`src/rtl/spad_load_dispatch_pkg.sv`:
```
// Shared types and default widths for the scratchpad load dispatcher.
// Instruction word layout is {op, mat, row, addr}, MSB first.
package spad_load_dispatch_pkg;

  localparam int WORD_W       = 16;
  localparam int BITS_PER_ROW = 128;
  localparam int ROW_S_W      = 4;
  localparam int MAT_S_W      = 4;

  typedef enum logic [1:0] {
    NOP         = 2'b00,
    LOAD_ROW    = 2'b01,
    LOAD_BURST  = 2'b10,
    LOAD_WEIGHT = 2'b11
  } load_op_t;

  typedef enum logic [1:0] {
    ST_IDLE = 2'd0,
    ST_REQ  = 2'd1,
    ST_PUSH = 2'd2
  } ldisp_state_t;

  typedef struct packed {
    load_op_t             op;
    logic [MAT_S_W-1:0]   mat;
    logic [ROW_S_W-1:0]   row;
    logic [WORD_W-1:0]    addr;
  } ldisp_instr_t;

endpackage

```
`src/rtl/spad_load_dispatch_ch_onehot_dec.sv`:
```
// One-hot write-enable decoder: drives exactly one channel bit when en is
// high, all zeros otherwise.
module ch_onehot_dec #(
  parameter int NUM_CH = 4,
  parameter int CH_W   = $clog2(NUM_CH)
) (
  input  logic [CH_W-1:0]   sel,
  input  logic              en,
  output logic [NUM_CH-1:0] onehot
);

  always_comb begin
    onehot = '0;
    if (en) onehot[sel] = 1'b1;
  end

endmodule

```
`src/rtl/spad_load_dispatch.sv`:
```
// Pops load instructions, fetches rows from the scratchpad and pushes them
// into the weight FIFO selected by the low matrix-id bits.
module spad_load_dispatch
  import spad_load_dispatch_pkg::*;
#(
  parameter int NUM_CH     = 4,
  parameter int ADDR_W     = WORD_W,
  parameter int DATA_W     = BITS_PER_ROW,
  parameter int ROW_W      = ROW_S_W,
  parameter int MAT_W      = MAT_S_W,
  parameter int ROW_STRIDE = DATA_W / 8
) (
  input  logic                          CLK,
  input  logic                          nRST,
  input  logic                          instr_empty,
  input  logic [2+MAT_W+ROW_W+ADDR_W-1:0] instr_rdata,
  output logic                          instr_ren,
  output logic                          sload,
  output logic [ADDR_W-1:0]             load_addr,
  input  logic                          sload_hit,
  input  logic [DATA_W-1:0]             load_data,
  input  logic [NUM_CH-1:0]             wfifo_full,
  output logic [NUM_CH-1:0]             wfifo_wen,
  output logic [DATA_W+MAT_W+ROW_W-1:0] wfifo_wdata,
  output logic                          new_weight,
  output logic                          busy,
  output logic [15:0]                   rows_done,
  output ldisp_state_t                  dbgState
);

  localparam int CH_W = $clog2(NUM_CH);
  localparam int IW   = 2 + MAT_W + ROW_W + ADDR_W;

  ldisp_state_t state, nextState;

  load_op_t          opReg;
  logic [MAT_W-1:0]  matReg;
  logic [ROW_W-1:0]  rowReg;
  logic [ADDR_W-1:0] curAddr;
  logic [ROW_W:0]    cnt;
  logic [DATA_W-1:0] dataReg;
  logic [15:0]       rowsDone;

  load_op_t          instrOp;
  logic [MAT_W-1:0]  instrMat;
  logic [ROW_W-1:0]  instrRow;
  logic [ADDR_W-1:0] instrAddr;
  logic [CH_W-1:0]   ch;
  logic [ROW_W-1:0]  rowField;
  logic              take;
  logic              pushNow;
  logic              lastRow;

  assign instrOp   = load_op_t'(instr_rdata[IW-1 -: 2]);
  assign instrMat  = instr_rdata[ADDR_W+ROW_W +: MAT_W];
  assign instrRow  = instr_rdata[ADDR_W +: ROW_W];
  assign instrAddr = instr_rdata[ADDR_W-1:0];

  assign ch       = matReg[CH_W-1:0];
  assign take     = (state == ST_IDLE) && !instr_empty;
  assign pushNow  = (state == ST_PUSH) && !wfifo_full[ch];
  // cnt carries one extra bit so a full-range burst ends on cnt == row, not on wrap
  assign lastRow  = (opReg == LOAD_ROW) || (cnt == {1'b0, rowReg});
  assign rowField = (opReg == LOAD_ROW) ? rowReg : cnt[ROW_W-1:0];

  always_comb begin
    nextState = state;
    case (state)
      ST_IDLE: if (take && instrOp != NOP) nextState = ST_REQ;
      ST_REQ:  if (sload_hit) nextState = ST_PUSH;
      ST_PUSH: if (pushNow) nextState = lastRow ? ST_IDLE : ST_REQ;
      default: nextState = ST_IDLE;
    endcase
  end

  always_ff @(posedge CLK or negedge nRST) begin
    if (!nRST) state <= ST_IDLE;
    else       state <= nextState;
  end

  always_ff @(posedge CLK or negedge nRST) begin
    if (!nRST) begin
      opReg    <= NOP;
      matReg   <= '0;
      rowReg   <= '0;
      curAddr  <= '0;
      cnt      <= '0;
      dataReg  <= '0;
      rowsDone <= '0;
    end else begin
      if (take) begin
        opReg   <= instrOp;
        matReg  <= instrMat;
        rowReg  <= instrRow;
        curAddr <= instrAddr;
        cnt     <= '0;
      end
      if (state == ST_REQ && sload_hit) dataReg <= load_data;
      if (pushNow) begin
        // Running address replaces addr + cnt*ROW_STRIDE; wraps at ADDR_W
        if (!lastRow) begin
          cnt     <= cnt + 1'b1;
          curAddr <= curAddr + ADDR_W'(ROW_STRIDE);
        end
        if (rowsDone != 16'hFFFF) rowsDone <= rowsDone + 16'd1;
      end
    end
  end

  ch_onehot_dec #(.NUM_CH(NUM_CH)) uDec (
    .sel    (ch),
    .en     (pushNow),
    .onehot (wfifo_wen)
  );

  assign instr_ren   = take && nRST;
  assign sload       = (state == ST_REQ);
  assign load_addr   = curAddr;
  assign wfifo_wdata = {matReg, rowField, dataReg};
  assign new_weight  = pushNow && (opReg == LOAD_WEIGHT) && lastRow;
  assign busy        = (state != ST_IDLE);
  assign rows_done   = rowsDone;
  assign dbgState    = state;

endmodule
```
`config.mk`:
```
export PLATFORM = sky130hd
export DESIGN_NAME = spad_load_dispatch
export DESIGN_NICKNAME = d
export VERILOG_FILES = /design/src/rtl/spad_load_dispatch_pkg.sv /design/src/rtl/spad_load_dispatch_ch_onehot_dec.sv /design/src/rtl/spad_load_dispatch.sv
export SDC_FILE = /design/constraint.sdc
export NUM_CORES = 1
export LEC_CHECK = 0
export CAP_MARGIN = 20
export CORE_MARGIN = 5
export CORE_UTILIZATION = 40
export DETAILED_ROUTE_END_ITERATION = 7
export GPL_ROUTABILITY_DRIVEN = 0
export PLACE_DENSITY = 0.75
export SLEW_MARGIN = 20
export SYNTH_ARGS = -nofsm -noshare
export SYNTH_HDL_FRONTEND = slang
export SYNTH_SLANG_ARGS = --single-unit
```
`constraint.sdc`:
```
create_clock -name CLK -period 4.8 [get_ports CLK]
set_input_delay 0.72 -clock CLK [delete_from_list [all_inputs] [get_ports CLK]]
set_output_delay 0.72 -clock CLK [all_outputs]
set_load 0.05 [all_outputs]
```
Word-level counts from Yosys, hierarchy flattened
Cells that the tools add are included.
- reductions and logical operators: 16
- add/sub/neg operators: 3
- magnitude comparators: 2
- equality and inequality tests: 9
- muxes and demuxes: 17
- operator list (kind ; number):
    2-to-1 mux 16 bit ; 3
    adder 16 x 1 -> 16 bit (second input constant) ; 1
    adder 16 x 5 -> 16 bit (second input constant) ; 1
    != test 16 bit (second input constant) ; 1
    2-to-1 mux 5 bit ; 3
    logical AND 1 bit ; 8
    2-to-1 mux 4 bit ; 2
    2-to-1 mux 2 bit ; 3
    case mux 2 bit (3 select lines) ; 1
    adder 5 x 1 -> 5 bit (second input constant) ; 1
    == test 5 x 4 -> 1 bit ; 1
    == test 2 x 1 -> 1 bit (second input constant) ; 2
    == test 2 bit (second input constant) ; 2
    != test 2 x 1 -> 1 bit (second input constant) ; 2
    nonzero test 2 bit ; 2
    < comparator 2 x 3 -> 1 bit (second input constant) ; 1
    2-to-1 mux 1 bit ; 3
    AND reduction 3 bit ; 1
    binary-select mux 1 bit (select 2 bit) ; 1
    demux 1 bit (select 2 bit) ; 1
    >= comparator 2 x 1 -> 1 bit (second input constant) ; 1
    logical NOT 1 bit ; 2
    logical NOT 2 bit ; 1
    != test 2 bit (second input constant) ; 1
    other kinds (2) ; 2
- input bits: 162
- output and inout bits: 178
- word-level logic and storage cells: 55
- flip-flop bits (word level): 177

Longest topological paths before layout
Gate-level depths: netlist of run 1.
- depth in word-level cells: 6
- mapped depth: 9
- mapped depth without buffers: 6

Cells and area by module
Synthesis of run 1 repeated with hierarchy kept, for this count alone.
- cell total of the unflattened synthesis: 541
- area, all modules: 7241.9 µm²
- by module, submodules not included (module ; cells each ; instances ; area an instance (µm²)):
    spad_load_dispatch ; 537 ; 1 ; 7204.4
    ch_onehot_dec ; 4 ; 1 ; 37.5

Least setup slack after synthesis of run 1
No wires, ideal clock.
- path type: register to output
- from: register state[1] (netlist: dbgState[1])
- to: output port wfifo_wen[1]
- cell stages (with the launch flop): 3
- buffers on the path: 0
- slack: 1781 ps
- data arrival time: 2299 ps
- path through: dfrtp_1 > or3b_4 > nor3b_1
- longest elaborated chain between the ends: 3
- ends and longest elaborated chain (what ; RTL line ; RTL):
    start, declared ; spad_load_dispatch.sv:34 ; ldisp_state_t state, nextState;
    start signal, assigned ; spad_load_dispatch.sv:78 ; else state <= nextState;
    == test 2 bit ; spad_load_dispatch.sv:61 ; assign pushNow = (state == ST_PUSH) && !wfifo_full[ch];
    logical AND 1 bit ; spad_load_dispatch.sv:61 ;
    2-to-1 mux 4 bit ; spad_load_dispatch_ch_onehot_dec.sv:14 ; if (en) onehot[sel] = 1'b1;
    end, declared ; spad_load_dispatch.sv:23 ; output logic [NUM_CH-1:0] wfifo_wen,
No other way between the ends.

Worst setup path after layout of run 1
- from: input port wfifo_full[0]
- to: output port new_weight
- longest elaborated chain between the ends: 6
- ends and longest elaborated chain (what ; RTL line ; RTL):
    start, declared ; spad_load_dispatch.sv:22 ; input logic [NUM_CH-1:0] wfifo_full,
    binary-select mux 1 bit (select 2 bit) ; spad_load_dispatch.sv:61 ;
    2-to-1 mux 1 bit (not written as such) ; spad_load_dispatch.sv:61 ;
    logical NOT 1 bit ; spad_load_dispatch.sv:61 ;
    logical AND 1 bit ; spad_load_dispatch.sv:61 ;
    logical AND 1 bit (2 in series) ; spad_load_dispatch.sv:120 ; assign new_weight = pushNow && (opReg == LOAD_WEIGHT) && lastRow;
    end, declared ; spad_load_dispatch.sv:25 ; output logic new_weight,
No other way between the ends. The select of a mux whose other input is x is not followed.

==> impl_metrics.py, run 1 <==
metrics = {
    "setup_path": {
        "crit_chain": "clkdlybuf4s50_1 > mux2_4 > o2bb2a_4 > nor4_1 > and3_1 > clkdlybuf4s50_1",
        "crit_top_cell": "clkdlybuf4s50_1",
        "slowest_delay_ns": 0.81,
        "critPathLaunchType": "input port",
        "cpLargestDelayFamily": "buffers and inverters",
        "crit_type": "in -> out",
        "required_ns": 4.08,
        "crit_path_max_fanout": 3,
        "critPathBufInv": 2,
        "end_kind": "primary output",
        "slowest_stage": "clkdlybuf4s50_1",
        "worstPathArrival_ns": 2.92,
    },
    "clock_tree": {
        "path_clk_slew_ns": 0.07,
        "root_buffer": "clkbuf_16",
        "ctsHoldBuffers": 0,
        "cts-buffers-inserted": 17,
        "cts_tree": "yes",
        "insertion_delay_ns": 0.42,
        "clkSinkCount": 177,
        "cts_max_level": 4,
        "cts.path.max_buffers": 2,
        "post_cts_buffers": 0,
        "post_cts_resized": 0,
    },
    "synth": {
        "synth_adder_area_share": 0.00512,
        "avgSynthCellArea_um2": 13.7,
        "syn_inst": 535,
        "synthMuxAreaShare": 0.222,
        "synth.area.top_cells": "dfrtp_1 (60%), mux2_2 (20%), nand2_1 (3.2%), xor2_1 (1.3%), xnor2_1 (1.1%)",
        "synth_top_family_by_area": "multiplexers",
        "synth_compound_area_frac": 0.0328,
        "synth-edff-count": 0,
        "synth_warnings": 0,
        "synth-xor-area-share": 0.0239,
        "synth_most_common_cell": "dfrtp_1",
        "synth_top_area_frac": 0.604,
        "synth_simple_gate_area_frac": 0.0891,
        "synth_common_cells": "dfrtp_1 (177), mux2_2 (133), nand2_1 (62)",
        "yosys_register_bits": 177,
        "async_reset_ff_frac": 1.00,
        "netlist-cell-type-count": 50,
        "ys.flop_type": "dfrtp_1",
        "synth_top_cell_by_area": "dfrtp_1",
        "ys_seq_area_frac": 0.604,
        "synth_nets": 700,
        "synth.cell_area_um2": 7330,
    },
    "placement": {
        "place_inst": 1084,
        "place_ws_ns": 1.17,
        "hpwl_um": 16100,
        "io_buffers": 339,
    },
    "global_route": {
        "grt_use_total": 0.196,
        "antenna_found_initial": 0,
        "grt_pass1_wl_um": 33400,
        "grt_overflow": 0,
        "grt_pass1_vias": 6048,
        "grt_max_degree": 77,
    },
    "floorplanning": {
        "ios": 340,
        "dieWidth_um": 145,
        "core_um2": 18000,
        "std_cell_rows": 49,
        "start_util": 0.407,
        "die_area_um2": 21100,
        "die_h_um": 145,
    },
    "timing": {
        "min_period_over_period": 0.759,
        "setup_tns_ns": 0,
        "hold_ws_ns": 0.218,
        "max_slew_margin": 0.491,
        "fmax_mhz": 275,
        "final-hold-violation-count": 0,
        "drv_slew": 0,
        "rsz0062_at_grt": "false",
        "worst_pin_slew_ns": 0.764,
        "skew_ns": 0.0182,
        "period_minus_slack_ns": 3.64,
        "worst_slack_ns": 1.16,
        "setup_violations": 0,
    },
    "detailed_routing": {
        "routed_via_density": 4.99,
        "dr.pass1.iters": 6,
        "num_vias": 5570,
        "avgRoutedWirePerCell_um": 18.9,
        "wirelength_um": 21100,
        "drc": 0,
        "ant_nets": 0,
        "drtIter0Drc": 211,
    },
    "layout": {
        "nNetsFinal": 1040,
        "fill_cells": 1358,
        "final_cells": 1117,
        "diodes": 0,
        "drive_gt1_frac": 0.217,
        "syn2layout_area_growth_pct": 57.3,
    },
    "pwr": {
        "powerDensity_nw_per_um2": 831,
        "peakVddDrop_uv": 530,
        "leakagePower_uw": 0.00486,
        "power.total_uw": 9580,
    },
    "flow_run": {
        "cap_violations": 0,
    },
    "min_path": {
        "min_path_type": "in -> async",
    },
    "status": {
        "status": "completed",
    },
}
sequential cells by signal, summed over array words and instances (netlist names):
register and count:
cnt 5, dataReg 128, dbgState 2, load_addr 16, matReg 4, opReg 2, rowReg 4, rows_done 16
layer usage:
metal  up-vias  track usage  part of all wire  wire [um]
met5         -            0                 0          0
met4         0       0.0835             0.036        764
met3        44       0.0626             0.074       1560
met2       224        0.341              0.52      10900
met1      2749        0.223              0.37       7890
li1       2553            -                 -          -
per-stage QoR:
stage / utilization / instance area (um2)
CTS: 0.638 / 11500
floorplan: - / 7330
finish: 0.640 / 11500
global placement: 0.606 / 10900
global route: 0.640 / 11500
detailed placement: 0.606 / 10900
final timing paths:
check	startpoint	to	slack, ns	depth (start not counted)
max in group asynchronous	nRST	dataReg[25]	3.47	2
hold reg to reg	load_addr[0]	load_addr[0]	0.49	2
setup reg to reg	dbgState[1]	load_addr[8]	2.15	6
min in group CLK	load_addr[0]	load_addr[0]	0.49	2
hold / removal	nRST	load_addr[11]	0.22	1
setup / recovery	wfifo_full[0]	new_weight	1.16	6
logic make-up (layout without fill, tap and decap cells):
| group | count (synthesis) | after routing |
|---|---|---|
| AOI/OAI and AO/OA | 26 | 26 |
| xor gates and xnor gates | 20 | 20 |
| adders and majority gates | 3 | 3 |
| buffers and inverters | 30 | 383 |
| DFF | 177 | 177 |
| muxes | 145 | 145 |
| and+or+nand+nor | 134 | 134 |
placed cells by master (no fill, tap or decap), types with 4 or more instances in the layout:
cell	n
clkdlybuf4s50_1	338
dfrtp_1	177
mux2_2	133
nand2_1	61
nor2_1	17
clkbuf_16	17
nand3_1	15
xor2_1	11
nand4_1	9
xnor2_1	9
and3_1	7
mux2i_1	7
buf_4	7
nor3_1	4
o221a_2	4
inv_1	4
clkinvlp_4	4
inv_6	4
power by group:
group,switching (uW),internal [uW],total [uW]
registers,473,2200,2680
logic,3520,2030,5550
clock network,602,752,1350
final cells by class:
| type | count | area (um2) | share of cell area |
|---|---|---|---|
| clock buffer | 19 | 453 | 0.0393 |
| clock inverter | 13 | 125 | 0.0109 |
| inverter | 4 | 15.0 | 0.00130 |
| multi-input combinational | 328 | 2750 | 0.238 |
| sequential | 177 | 4430 | 0.384 |
| tap | 229 | 287 | 0.0249 |
| timing repair buffer | 347 | 3470 | 0.301 |
Power figures use the tool's default switching activity.
==> run 2, diff against run 1 <==
CORE_UTILIZATION = 37   (was 40)
PLACE_DENSITY = 0.73   (was 0.75)
clock period = 3.1 ns   (was 4.8 ns; I/O delays follow)
==> run 2 against run 1 <==
  * Clock power increased by 57%
  * Core utilization is 4.1 points lower
  * Count of clock-buffer cells in the layout down 1
  * Cell count up 3.6%
  * Critical path depth down 3
  * Sequential share of layout area is 0.40 points lower
  * Power increased by 56%
  * Die area is 7.5% higher
  * Largest cell class unchanged
  * Highest routed layer unchanged
==> impl_metrics.py, run 2 (synthesis results as in run 1) <==
metrics = {
    "timing": {
        "rsz0062_at_grt": "false",
        "skew_ns": 0.0106,
        "worst_slack_ns": 0.273,
        "setup_violations": 0,
        "drv_slew": 0,
        "setup_tns_ns": 0,
        "period_minus_slack_ns": 2.83,
        "final-hold-violation-count": 0,
        "max_slew_margin": 0.514,
        "worst_pin_slew_ns": 0.730,
        "fmax_mhz": 354,
        "min_period_over_period": 0.912,
    },
    "placement": {
        "placed_area_um2": 11100,
        "place_ws_ns": 0.417,
        "io_buffers": 339,
        "hpwl_um": 16300,
    },
    "setup_path": {
        "critPathLaunchType": "flip-flop",
        "slowest_delay_ns": 0.80,
        "critPathBufInv": 1,
        "crit_type": "reg -> out",
        "crit_chain": "mux2i_2 > and3_1 > clkdlybuf4s50_1",
        "worstPathArrival_ns": 2.36,
        "crit_path_max_fanout": 8,
        "required_ns": 2.63,
        "end_kind": "primary output",
        "slowest_stage": "clkdlybuf4s50_1",
        "cpLargestDelayFamily": "buffers and inverters",
    },
    "clock_tree": {
        "insertion_delay_ns": 0.42,
        "root_buffer": "clkbuf_16",
        "ctsHoldBuffers": 1,
        "cts-buffers-inserted": 17,
        "cts_tree": "yes",
        "path_clk_slew_ns": 0.07,
        "cts.path.max_buffers": 2,
        "post_cts_resized": 0,
        "post_cts_buffers": 0,
        "cts_max_level": 4,
        "clkSinkCount": 177,
    },
    "detailed_routing": {
        "num_vias": 5475,
        "drtIter0Drc": 221,
        "ant_nets": 0,
        "dr.pass1.iters": 4,
        "avgRoutedWirePerCell_um": 18.4,
        "wirelength_um": 21300,
        "drc": 0,
        "routed_via_density": 4.73,
    },
    "floorplanning": {
        "die_area_um2": 22700,
        "core_um2": 19500,
        "dieWidth_um": 151,
        "ios": 340,
        "die_h_um": 151,
        "start_util": 0.377,
        "std_cell_rows": 51,
    },
    "pwr": {
        "peakVddDrop_uv": 842,
        "power.total_uw": 14900,
        "powerDensity_nw_per_um2": 1280,
        "leakagePower_uw": 0.00490,
    },
    "layout": {
        "regMostFlops": "dataReg",
        "syn2layout_area_growth_pct": 59.0,
        "final_common_cell": "clkdlybuf4s50_1",
        "diodes": 0,
        "stdcell_area_um2": 11600,
        "layout_common_cells": "clkdlybuf4s50_1 (336), dfrtp_1 (177), mux2_2 (133), nand2_1 (61)",
        "final_core_util": 0.599,
        "nNetsFinal": 1044,
        "drive_gt1_frac": 0.220,
        "largest_reg_flops": 128,
    },
    "status": {
        "status": "completed",
    },
    "flow_run": {
        "cap_violations": 0,
    },
    "global_route": {
        "grt_max_degree": 83,
        "grt_pass1_wl_um": 33000,
        "antenna_found_initial": 0,
        "grt_use_total": 0.189,
        "grt_overflow": 0,
        "grt_pass1_vias": 5990,
    },
    "min_path": {
        "min_path_type": "reg -> reg",
    },
}
## run 2: cell count changes in the layout (fill, tap and decap cells not counted), sizes merged
| cell | before | now |
|---|---|---|
| buf | 9 | 14 |
| inv | 9 | 14 |
| clkinvlp | 4 | 0 |
| clkdlybuf4s50 | 338 | 336 |
| bufinv | 1 | 0 |
| clkbuf | 19 | 18 |
| clkinv | 3 | 4 |
| dlygate4sd3 | 0 | 1 |
## run 2: through the flow
step | hold WS [ns] | cells
6_report | 0.476 | 1157
5_1_grt | 0.503 | 1157
4_1_cts | 0.479 | 1157
3_5_place_dp | 0.408 | 1124
3_3_place_gp | 0.408 | 1124
2_1_floorplan | 0.169 | 535
## run 2: final timing paths
check / from / to / slack (ns) / cells after the start
hold reg to reg: load_addr[0] / load_addr[0] / 0.48 / 2
min in group asynchronous: nRST / load_addr[10] / 0.53 / 2
setup reg to reg: matReg[0] / cnt[4] / 0.89 / 6
setup / recovery: matReg[0] / wfifo_wen[3] / 0.27 / 3
max in group asynchronous: nRST / dataReg[51] / 1.48 / 3
hold / removal: load_addr[0] / load_addr[0] / 0.48 / 2
## run 2: cell type report
cell class                      instances  area [um2]
Clock buffer                           18         429
Clock inverter                         14         155
Fill cell                            1580        7810
Inverter                                4        15.0
Multi-Input combinational cell        328        2740
Sequential cell                       177        4430
Tap cell                              265         332
Timing Repair Buffer                  351        3540
## run 2: power by group
group	internal, uW	switching [uW]
Combinational	3180	5490
Clock	1090	1030
Sequential	3410	704
## run 2: metal layers
metal  global-route usage  vias to the layer above  share of wire
met5                    0                        -              0
met4               0.0603                        0          0.022
met3               0.0786                       27          0.088
met2                0.328                      192           0.52
met1                0.211                     2688           0.37
li1                     -                     2568              -
## run 2: worst min-delay path, cell delays in order (launching register included)
cell and delay (ns):
dfrtp_1 0.34, nand2_1 0.05, nand2_1 0.05
